--- src/rtl/pb_pan_ctrl.sv ---
// Push-button pan controller: synchronize and debounce three buttons, step a saturating pan value, toggle a mode bit.
// Optional PB_PAN_AUTOREPEAT_EN adds hold-to-repeat stepping; without it each press yields exactly one step.
module pb_pan_ctrl #(
  parameter int DEBOUNCE_CYC   = 4,
  parameter int REPEAT_DLY_CYC = 10,
  parameter int REPEAT_PER_CYC = 3,
  parameter int PAN_W          = 3,
  parameter int PAN_MAX        = 7,
  parameter int PAN_INIT       = 4
) (
  input  logic             clk,
  input  logic             rst,
  input  logic             pb_left,
  input  logic             pb_right,
  input  logic             pb_mode,
  output logic [PAN_W-1:0] pan,
  output logic             pan_upd,
  output logic             mode
);

  localparam int CW = $clog2(DEBOUNCE_CYC) + 1;
  localparam logic [CW-1:0]    DB_LAST = CW'(DEBOUNCE_CYC - 1);
  localparam logic [PAN_W-1:0] P_MAX   = PAN_W'(PAN_MAX);
  localparam logic [PAN_W-1:0] P_INIT  = PAN_W'(PAN_INIT);

  localparam logic [1:0] IDLE = 2'd0;
  localparam logic [1:0] HOLD = 2'd1;
`ifdef PB_PAN_AUTOREPEAT_EN
  localparam logic [1:0] RPT  = 2'd2;
  localparam int RMAX = (REPEAT_DLY_CYC > REPEAT_PER_CYC) ? REPEAT_DLY_CYC : REPEAT_PER_CYC;
  localparam int TW   = $clog2(RMAX) + 1;
  localparam logic [TW-1:0] T_DLY = TW'(REPEAT_DLY_CYC);
  localparam logic [TW-1:0] T_PER = TW'(REPEAT_PER_CYC);
  localparam logic [TW-1:0] T_ONE = TW'(1);
  logic [TW-1:0] timer, timer_n;
`endif

  logic [2:0] raw, db;
  assign raw = {pb_mode, pb_right, pb_left};

  // db changes only after DEBOUNCE_CYC consecutive disagreeing samples
  for (genvar g = 0; g < 3; g++) begin : g_btn
    logic          s1, s2, d;
    logic [CW-1:0] cnt;
    always_ff @(posedge clk) begin
      if (rst) begin
        s1  <= 1'b0;
        s2  <= 1'b0;
        d   <= 1'b0;
        cnt <= '0;
      end else begin
        s1 <= raw[g];
        s2 <= s1;
        if (s2 != d) begin
          if (cnt == DB_LAST) begin
            d   <= s2;
            cnt <= '0;
          end else begin
            cnt <= cnt + 1'b1;
          end
        end else begin
          cnt <= '0;
        end
      end
    end
    assign db[g] = d;
  end

  logic db_left, db_right, db_mode, db_mode_q;
  assign db_left  = db[0];
  assign db_right = db[1];
  assign db_mode  = db[2];

  logic [1:0] state, state_n;
  logic       dir, dir_n, step, step_right, held, both;

  assign both = db_left & db_right;
  assign held = dir ? db_right : db_left;

  always_comb begin
    state_n    = state;
    dir_n      = dir;
    step       = 1'b0;
    step_right = dir;
`ifdef PB_PAN_AUTOREPEAT_EN
    timer_n    = timer;
`endif
    case (state)
      IDLE: begin
        if (db_left ^ db_right) begin
          step       = 1'b1;
          step_right = db_right;
          dir_n      = db_right;
          state_n    = HOLD;
`ifdef PB_PAN_AUTOREPEAT_EN
          timer_n    = T_DLY;
`endif
        end
      end
      default: begin
        if (!held || both) begin
          state_n = IDLE;
`ifdef PB_PAN_AUTOREPEAT_EN
        end else if (timer == T_ONE) begin
          step    = 1'b1;
          timer_n = T_PER;
          state_n = RPT;
        end else begin
          timer_n = timer - 1'b1;
`endif
        end
      end
    endcase
  end

  always_ff @(posedge clk) begin
    if (rst) begin
      state     <= IDLE;
      dir       <= 1'b0;
`ifdef PB_PAN_AUTOREPEAT_EN
      timer     <= '0;
`endif
      pan       <= P_INIT;
      pan_upd   <= 1'b0;
      mode      <= 1'b0;
      db_mode_q <= 1'b0;
    end else begin
      state     <= state_n;
      dir       <= dir_n;
`ifdef PB_PAN_AUTOREPEAT_EN
      timer     <= timer_n;
`endif
      pan_upd   <= 1'b0;
      // saturation suppresses both the value change and the pulse
      if (step) begin
        if (step_right && pan != P_MAX) begin
          pan     <= pan + 1'b1;
          pan_upd <= 1'b1;
        end else if (!step_right && pan != '0) begin
          pan     <= pan - 1'b1;
          pan_upd <= 1'b1;
        end
      end
      db_mode_q <= db_mode;
      if (db_mode && !db_mode_q) mode <= ~mode;
    end
  end

endmodule

--- config.mk ---
export PLATFORM = sky130hd
export DESIGN_NAME = pb_pan_ctrl
export DESIGN_NICKNAME = d
export VERILOG_FILES = /design/src/rtl/pb_pan_ctrl.sv
export SDC_FILE = /design/constraint.sdc
export NUM_CORES = 1
export LEC_CHECK = 0
export ABC_AREA = 1
export BUFFER_PORTS_ARGS = -buffer_cell sky130_fd_sc_hd__buf_2
export CAP_MARGIN = 20
export CELL_PAD_IN_SITES_DETAIL_PLACEMENT = 1
export CELL_PAD_IN_SITES_GLOBAL_PLACEMENT = 2
export CORE_MARGIN = 2
export CORE_UTILIZATION = 34
export DETAILED_ROUTE_END_ITERATION = 16
export PLACE_DENSITY_LB_ADDON = 0.1
export SLEW_MARGIN = 20
export SYNTH_ARGS = -nofsm -noshare
export SYNTH_HDL_FRONTEND = slang
export SYNTH_SLANG_ARGS = --single-unit
--- constraint.sdc ---
create_clock -name clk -period 2.7 [get_ports clk]
set_clock_uncertainty 0.1 [all_clocks]
set_input_delay 0.81 -clock clk [delete_from_list [all_inputs] [get_ports clk]]
set_output_delay 0.81 -clock clk [all_outputs]
set_load 0.03 [all_outputs]
## Word-level counts from Yosys, hierarchy flattened

Index checks and enable logic that the tools add are counted.

- Register bits after elaboration: 27
- Input port bits: 5
- Output and inout bits: 5
- Logic and storage cells: 70

- Equality and inequality tests: 8
- Reduce and logical (&&, ||, !) cells: 20
- Add/subtract/negate cells: 5
- Multiplexer cells: 12
- Bitwise gates (word level): 7

Operator list:

| kind | count |
|---|---|
| $add A3 B1 Y3 const B | 4 |
| $reduce_and A2 Y1 | 5 |
| $eq A3 B2 Y1 const B | 3 |
| $reduce_or A3 Y1 | 3 |
| $mux W1 | 7 |
| $mux W2 | 3 |
| $mux W3 | 2 |
| $not A1 Y1 | 5 |
| $reduce_bool A2 Y1 | 2 |
| $logic_and A1 B1 Y1 | 3 |
| $logic_not A1 Y1 | 3 |
| $ne A1 B1 Y1 | 3 |
| $ne A3 B3 Y1 const B | 1 |
| $reduce_bool A3 Y1 | 1 |
| $sub A3 B1 Y3 const B | 1 |
| $logic_not A2 Y1 | 1 |
| $ne A2 B2 Y1 const B | 1 |
| $reduce_or A2 Y1 | 1 |
| $and A1 B1 Y1 | 1 |
| $logic_or A1 B1 Y1 | 1 |
| $xor A1 B1 Y1 | 1 |

## Longest topological paths before layout

Gate-level depths: netlist of the first run.

- Word-level depth: 7
- Gate-level depth with buffers: 12
- Depth with buffers taken out: 12

## Worst setup path before layout of the first run

Ideal clock, no wire load.

- Kind: reg2reg
- Start point: register g_btn[1].d (netlist: db_right)
- End point: register pan[2]
- Library setup time: 0.123 ns
- Clock period less this slack: 1.906 ns
- Path slack: 0.794 ns
- Stages on the path, launching flop included: 13
- Required time: 2.477 ns
- Arrival time: 1.684 ns
- Path through: dfxtp_1 > ha_1 > nand2_2 > nand2_4 > nand2_2 > nand2_4 > fa_1 > inv_1 > nand2_1 > nand2_1 > nand2_1 > nand2_1 > nand3_1

- Word-level cells in the longest chain between the ends: 7
- Elaborated cells on any way between the ends: 11
- Those cells by class: mux (5); bitwise (1); reduce/logical (5)

Ends and longest elaborated chain:

| element | line | RTL |
|---|---|---|
| from (decl) | 43 | `logic s1, s2, d;` |
| from (signal assigned) | 49 | `d <= 1'b0;` |
| from (signal assigned) | 56 | `d <= s2;` |
| $xor A1 B1 Y1 | 90 | `if (db_left ^ db_right) begin` |
| $mux W1 | n/a |  |
| $mux W1 | 88 | `case (state)` |
| $logic_not A1 Y1 | 139 | `end else if (!step_right && pan != '0) begin` |
| $logic_and A1 B1 Y1 | 139 |  |
| $reduce_bool A2 Y1 (no source line) | n/a |  |
| $reduce_and A2 Y1 (no source line) | n/a |  |
| to (signal assigned) | 137 | `pan <= pan + 1'b1;` |
| to (signal assigned) | 140 | `pan <= pan - 1'b1;` |
| to (decl) | 16 | `output logic [PAN_W-1:0] pan,` |

Parallel ways exist; a longest one is shown, timed or not.
A chain may end at the register's enable or synchronous reset.

## Worst setup path after layout of the first run

Ends and elaborated chain as after synthesis.

==> results.json, run 1 <==
{
  "diodes": 0,
  "fin_area_sq_mm": 0.00115,
  "p_leak_nw": 0.510,
  "hold_violations": 0,
  "critPathSlowestCell": "dfxtp_1",
  "dieArea_sq_mm": 0.00351,
  "cts_hold_buf": 0,
  "cts_made_buffers": 3,
  "p_sw_mw": 0.124,
  "die_w_um": 59.2,
  "antenna_found_initial": 0,
  "antenna_left": 0,
  "slowest_delay_ns": 0.45,
  "slew_violations": 0,
  "yosysWarnings": 0,
  "synth_edf_count": 0,
  "die_h_um": 59.2,
  "met1_usage_pct": 14.6,
  "area_growth_pct": 10.9,
  "placed_area_sq_mm": 0.00111,
  "grt-busiest-layer": "met2",
  "timing.final.crit_share_pct": 76.0,
  "timing.critical_path.buf_inv": 1,
  "startpoint": "db_right$_SDFFE_PP0P_",
  "grt_usage_pct": 11.1,
  "ios": 10,
  "path_common_cell": "nand2_1",
  "intPower_mw": 0.478,
  "gr-usage-met2_pct": 17.1,
  "avgSynthCellArea_sq_um": 8.57,
  "crit_chain": "ha_1 -> nand2_2 -> nand2_4 -> nand2_2 -> nand2_4 -> fa_1 -> inv_1 -> nand2_1 -> nand2_1 -> nand2_1 -> nand2_1 -> nand3_1",
  "setup_viol": 0,
  "dp_cells": 161,
  "ctsLongestPathBuffers": 2,
  "core.rowCount": 20,
  "first_pass_iters": 3,
  "synth_area_sq_mm": 0.00104,
  "cp_top_family": "adder cells",
  "cellPowerDensity_mw_per_mm2": 523,
  "grt_pass1_wl_mm": 2.97,
  "tightest_slew_ns": 0.300,
  "post_cts_resized": 0,
  "drtIter0Drc": 35,
  "crit_arrival_ns": 2.16,
  "yosysMostFrequentCell": "dfxtp_1",
  "critPathKind": "register to register",
  "r2r_start": "db_right$_SDFFE_PP0P_",
  "synth_top_area_share_pct": 50.2,
  "synth_top_area_cell": "dfxtp_1",
  "wirelength_mm": 1.64,
  "fmax_ghz": 0.487,
  "crit_required_ns": 2.81,
  "min-delay-path-class": "register to register",
  "min_from": "g_btn[1].s1$_SDFF_PP0_",
  "routedWlPerCell_um": 9.93,
  "ys_types": 19,
  "endpoint_kind": "register",
  "async_flop_share_pct": 0,
  "rsz0062_at_grt": "false",
  "ys_ff_latch": 26,
  "p_seq_share_pct": 65.2,
  "clk-insertion-delay-late_ns": 0.31,
  "synthTopCellsByArea": "dfxtp_1 (50%), ha_1 (8.4%), nor2_1 (8.0%)",
  "num_vias": 745,
  "finalCriticalPeriod_ns": 2.05,
  "hpwl_mm": 1.23,
  "totalNegativeSetupSlack_ns": 0,
  "synthFlopType": "dfxtp_1",
  "synth.net_count": 134,
  "syn_inst": 121,
  "stdcell_count": 165,
  "grt_pass1_vias": 710,
  "vias_per_cell": 4.52,
  "timing.max_cap.violations": 0,
  "layout-drive-gt1-share_pct": 15.9,
  "clk_pin_slew_ns": 0.14,
  "cts_tree": "built",
  "seq_area_frac_synth_pct": 50.2,
  "peakVddDrop_uv": 208,
  "grt-ovfl-total": 0,
  "outcome": "completed",
  "clock_power_share_pct": 32.1,
  "nets": 146,
  "grt_max_degree": 15,
  "p_sw_share_pct": 20.6,
  "cp-start-kind": "register",
  "start_util_pct": 34.8,
  "gr-usage-met3_pct": 1.97,
  "coreArea_sq_mm": 0.00298,
  "clockRootBuffer": "clkbuf_4",
  "p_total_mw": 0.601,
  "synthTopCellsByCount": "dfxtp_1 (26), nor2_1 (22), inv_1 (21), nand2_1 (10), a21oi_1 (9)",
  "clkSinkCount": 26,
  "h-tree-depth": 1,
  "gp_congestion": 0.734,
  "crit_fanout": 6,
  "pwr-share-comb_pct": 2.7,
  "route.detailed.drc": 0,
  "relSlewSlack_pct": 79.9,
  "port_buffers": 9,
  "post_cts_buffers": 0
}
## kinds of logic (layout without fill, tap and decap cells)
kind of cell    after synthesis  count (layout)  synth area share, %
buf+inv                      25              36                 9.29
flops                        26              26                 50.2
fa+ha+maj                     8               8                 10.4
simple gates                 44              44                 19.4
compound gates               18              18                 10.7
## area by class of cell
cell class                 count  area, sq um
fill                         363         1830
sequential                    26          520
multi-input combinational     70          420
inverter                      23         86.3
timing repair buffer           9         45.0
tap                           33         41.3
clock buffer                   4         36.3
## layout by cell type, fill, tap and decap left out, drive strengths merged
master	instances
inv	23
clkbuf	4
nand3	7
fa	1
dfxtp	26
a211oi	1
nand2	14
buf	9
ha	7
nor2	22
and2	1
a21oi	10
o211ai	3
o21ai	4
## power by group through the flow
stage | sequential, mW | combinational [mW] | clock [mW]
2_1_floorplan | 0.400 | 0.0119 | 0
3_3_place_gp | 0.400 | 0.0158 | 0
3_5_place_dp | 0.401 | 0.0168 | 0
4_1_cts | 0.392 | 0.0167 | 0.210
5_1_grt | 0.393 | 0.0194 | 0.220
6_report | 0.392 | 0.0161 | 0.193
## worst reg2reg max path: stages, from the launching register on
cell     delay (ns)
dfxtp_1        0.45
ha_1           0.30
nand2_2        0.15
nand2_4        0.07
nand2_2        0.09
nand2_4        0.07
fa_1           0.38
inv_1          0.06
nand2_1        0.05
nand2_1        0.07
nand2_1        0.05
nand2_1        0.06
nand3_1        0.05
## per-stage QoR
step	hold slack, ns	util, %	worst slack [ns]
6_report	0.312	38.6	0.648
2_1_floorplan	0.288	-	0.794
4_1_cts	0.316	38.6	0.618
3_3_place_gp	0.293	37.4	0.724
5_1_grt	0.336	38.6	0.455
3_5_place_dp	0.297	37.4	0.644
## flip-flops by register name, indices dropped and copies added, names as in the netlist
name / cells
mode: 1
g_btn.s1: 3
pan: 3
g_btn.cnt: 9
db_mode_q: 1
db_mode: 1
state: 1
db_right: 1
pan_upd: 1
db_left: 1
dir: 1
g_btn.s2: 3
## metal layers
layer  vias to the layer above  share of wire [%]
li1                        396                  -
met1                       339                 49
met2                         8                 47
met3                         2                2.9
met4                         0                1.3
met5                         -                  0
## final timing paths
check                                end  slack, ns  depth (start not counted)
setup / recovery     pan[2]$_SDFFE_PP1P_       0.65                         12
hold / removal    g_btn[1].s2$_SDFF_PP0_       0.31                          2
setup reg to reg     pan[2]$_SDFFE_PP1P_       0.65                         12
hold reg to reg   g_btn[1].s2$_SDFF_PP0_       0.31                          2
Power figures use the tool's default switching activity.
==> run 2: changes to the inputs <==
CORE_UTILIZATION = 30   (was 34)
clock period = 1.84 ns   (was 2.7 ns; I/O delays follow)
==> run 2 against run 1 <==
  * Critical path type unchanged
  * Final cell count is 11% higher
  * Wire length grew 12%
  * First-iteration DRC count shrank 69%
  * Largest cell class unchanged
  * Largest power group unchanged
  * Fmax rose by 14%
  * Global-route usage shrank 0.46 points
  * Via count is 6.6% higher
  * Sequential power is 47% higher
  * Critical path depth fell by 2
==> results.json, run 2 (synthesized netlist as in run 1, its figures left out) <==
{
  "outcome": "completed",
  "h-tree-depth": 1,
  "fillerInstances": 423,
  "grt_usage_pct": 10.6,
  "tightest_slew_ns": 0.288,
  "start_util_pct": 31.1,
  "relSlewSlack_pct": 80.7,
  "peakVddDrop_uv": 320,
  "layout-drive-gt1-share_pct": 24.1,
  "finalCriticalPeriod_ns": 1.79,
  "startpoint": "db_right$_SDFFE_PP0P_",
  "timing.final.crit_share_pct": 97.5,
  "multi_input_comb_area_sq_um": 455,
  "p_sw_mw": 0.181,
  "route.detailed.drc": 0,
  "p_sw_share_pct": 20.6,
  "core.rowCount": 21,
  "cts_tree": "built",
  "hpwl_mm": 1.40,
  "fmax_ghz": 0.557,
  "pwr-share-comb_pct": 2.8,
  "first_pass_iters": 2,
  "drtIter0Drc": 11,
  "endpoint_kind": "register",
  "vias_per_cell": 4.34,
  "cp-start-kind": "register",
  "grt_max_degree": 15,
  "diodes": 0,
  "ctsLongestPathBuffers": 2,
  "ios": 10,
  "timing.max_cap.violations": 0,
  "setup_viol": 0,
  "crit_required_ns": 2.00,
  "hold_violations": 0,
  "placed_area_sq_mm": 0.00117,
  "clk-insertion-delay-late_ns": 0.31,
  "min_from": "g_btn[0].s1$_SDFF_PP0_",
  "register_area_sq_um": 523,
  "wirelength_mm": 1.83,
  "cts_made_buffers": 3,
  "crit_fanout": 3,
  "critPathKind": "register to register",
  "regMostFlops": "g_btn.cnt",
  "dieArea_sq_mm": 0.00394,
  "antenna_left": 0,
  "die_w_um": 62.8,
  "grt-ovfl-total": 0,
  "area_growth_pct": 19.7,
  "p_seq_share_pct": 65.2,
  "intPower_mw": 0.701,
  "cts_hold_buf": 0,
  "finalWorstSetupSlack_ns": 0.0461,
  "gp_congestion": 0.747,
  "die_h_um": 62.8,
  "largest_reg_flops": 9,
  "coreArea_sq_mm": 0.00334,
  "port_buffers": 9,
  "slew_violations": 0,
  "rsz0062_at_grt": "true",
  "cellPowerDensity_mw_per_mm2": 711,
  "clockRootBuffer": "clkbuf_4",
  "nets": 151,
  "pre_cts_slack_ns": 0.00194,
  "crit_arrival_ns": 1.95,
  "clock_power_share_pct": 32.0,
  "routedWlPerCell_um": 10.0,
  "num_vias": 794,
  "final_cell_mix": "dfxtp_1 (24), nor2_1 (22), inv_1 (19)",
  "p_leak_nw": 0.533,
  "p_total_mw": 0.882,
  "fin_area_sq_mm": 0.00124,
  "grt_pass1_wl_mm": 3.35,
  "grt_pass1_vias": 809,
  "final_common_cell": "dfxtp_1",
  "clkSinkCount": 26,
  "totalNegativeSetupSlack_ns": 0,
  "antenna_found_initial": 0,
  "r2r_start": "db_right$_SDFFE_PP0P_",
  "reg2reg_depth": 10,
  "whs_path_depth": 2,
  "clk_pin_slew_ns": 0.14,
  "min-delay-path-class": "register to register"
}
[run 2: timing repair]
| item | 4_1_cts | 5_1_grt |
|---|---|---|
| gates resized for setup | 2 | 6 |
| pin swaps | 0 | 2 |
| endpoints found under the hold margin | 0 | 0 |
| endpoints found under the setup margin | 1 | 2 |
| buffers inserted | 0 | 1 |
[run 2: routing by layer]
metal  global-route usage, %  wire, um
met3                    2.70        49
met4                    3.33        12
met5                       0         0
met2                    19.4       909
met1                    12.0       859
[run 2: worst paths after layout]
kind | slack (ns) | to
setup / recovery | 0.05 | pan[1]$_SDFFE_PP0P_
hold / removal | 0.32 | g_btn[0].s2$_SDFF_PP0_
setup reg to reg | 0.05 | pan[1]$_SDFFE_PP0P_
hold reg to reg | 0.32 | g_btn[0].s2$_SDFF_PP0_
[run 2: critical path, stage by stage (launching register included)]
cell and delay [ns]:
dfxtp_2 0.36, ha_4 0.26, nand2_4 0.07, nand2_4 0.06, nand2_4 0.08, nand2_4 0.05
fa_2 0.53, inv_2 0.03, nand2_1 0.05, nand2_1 0.05, nor2_1 0.11
[run 2: power by group through the flow]
stage / Combinational (mW) / Sequential [mW] / Clock (mW)
global route: 0.0294 / 0.577 / 0.330
finish: 0.0244 / 0.575 / 0.283
detailed placement: 0.0254 / 0.588 / 0
floorplan: 0.0174 / 0.587 / 0
CTS: 0.0254 / 0.576 / 0.307
global placement: 0.0236 / 0.587 / 0
[run 2: area by class of cell]
class                      count  share of cell area [%]
tap                           46                    4.64
timing repair buffer          14                    6.65
clock buffer                   4                    2.92
sequential                    26                    42.1
multi-input combinational     70                    36.7
inverter                      23                    6.96
[run 2: stage by stage]
stage | util [%] | instances | hold slack [ns]
after CTS | 36.4 | 182 | 0.308
after detailed placement | 35.2 | 178 | 0.302
final | 37.2 | 183 | 0.318
after floorplan | - | 121 | 0.288
after global placement | 35.2 | 178 | 0.293
after global routing | 37.2 | 183 | 0.303
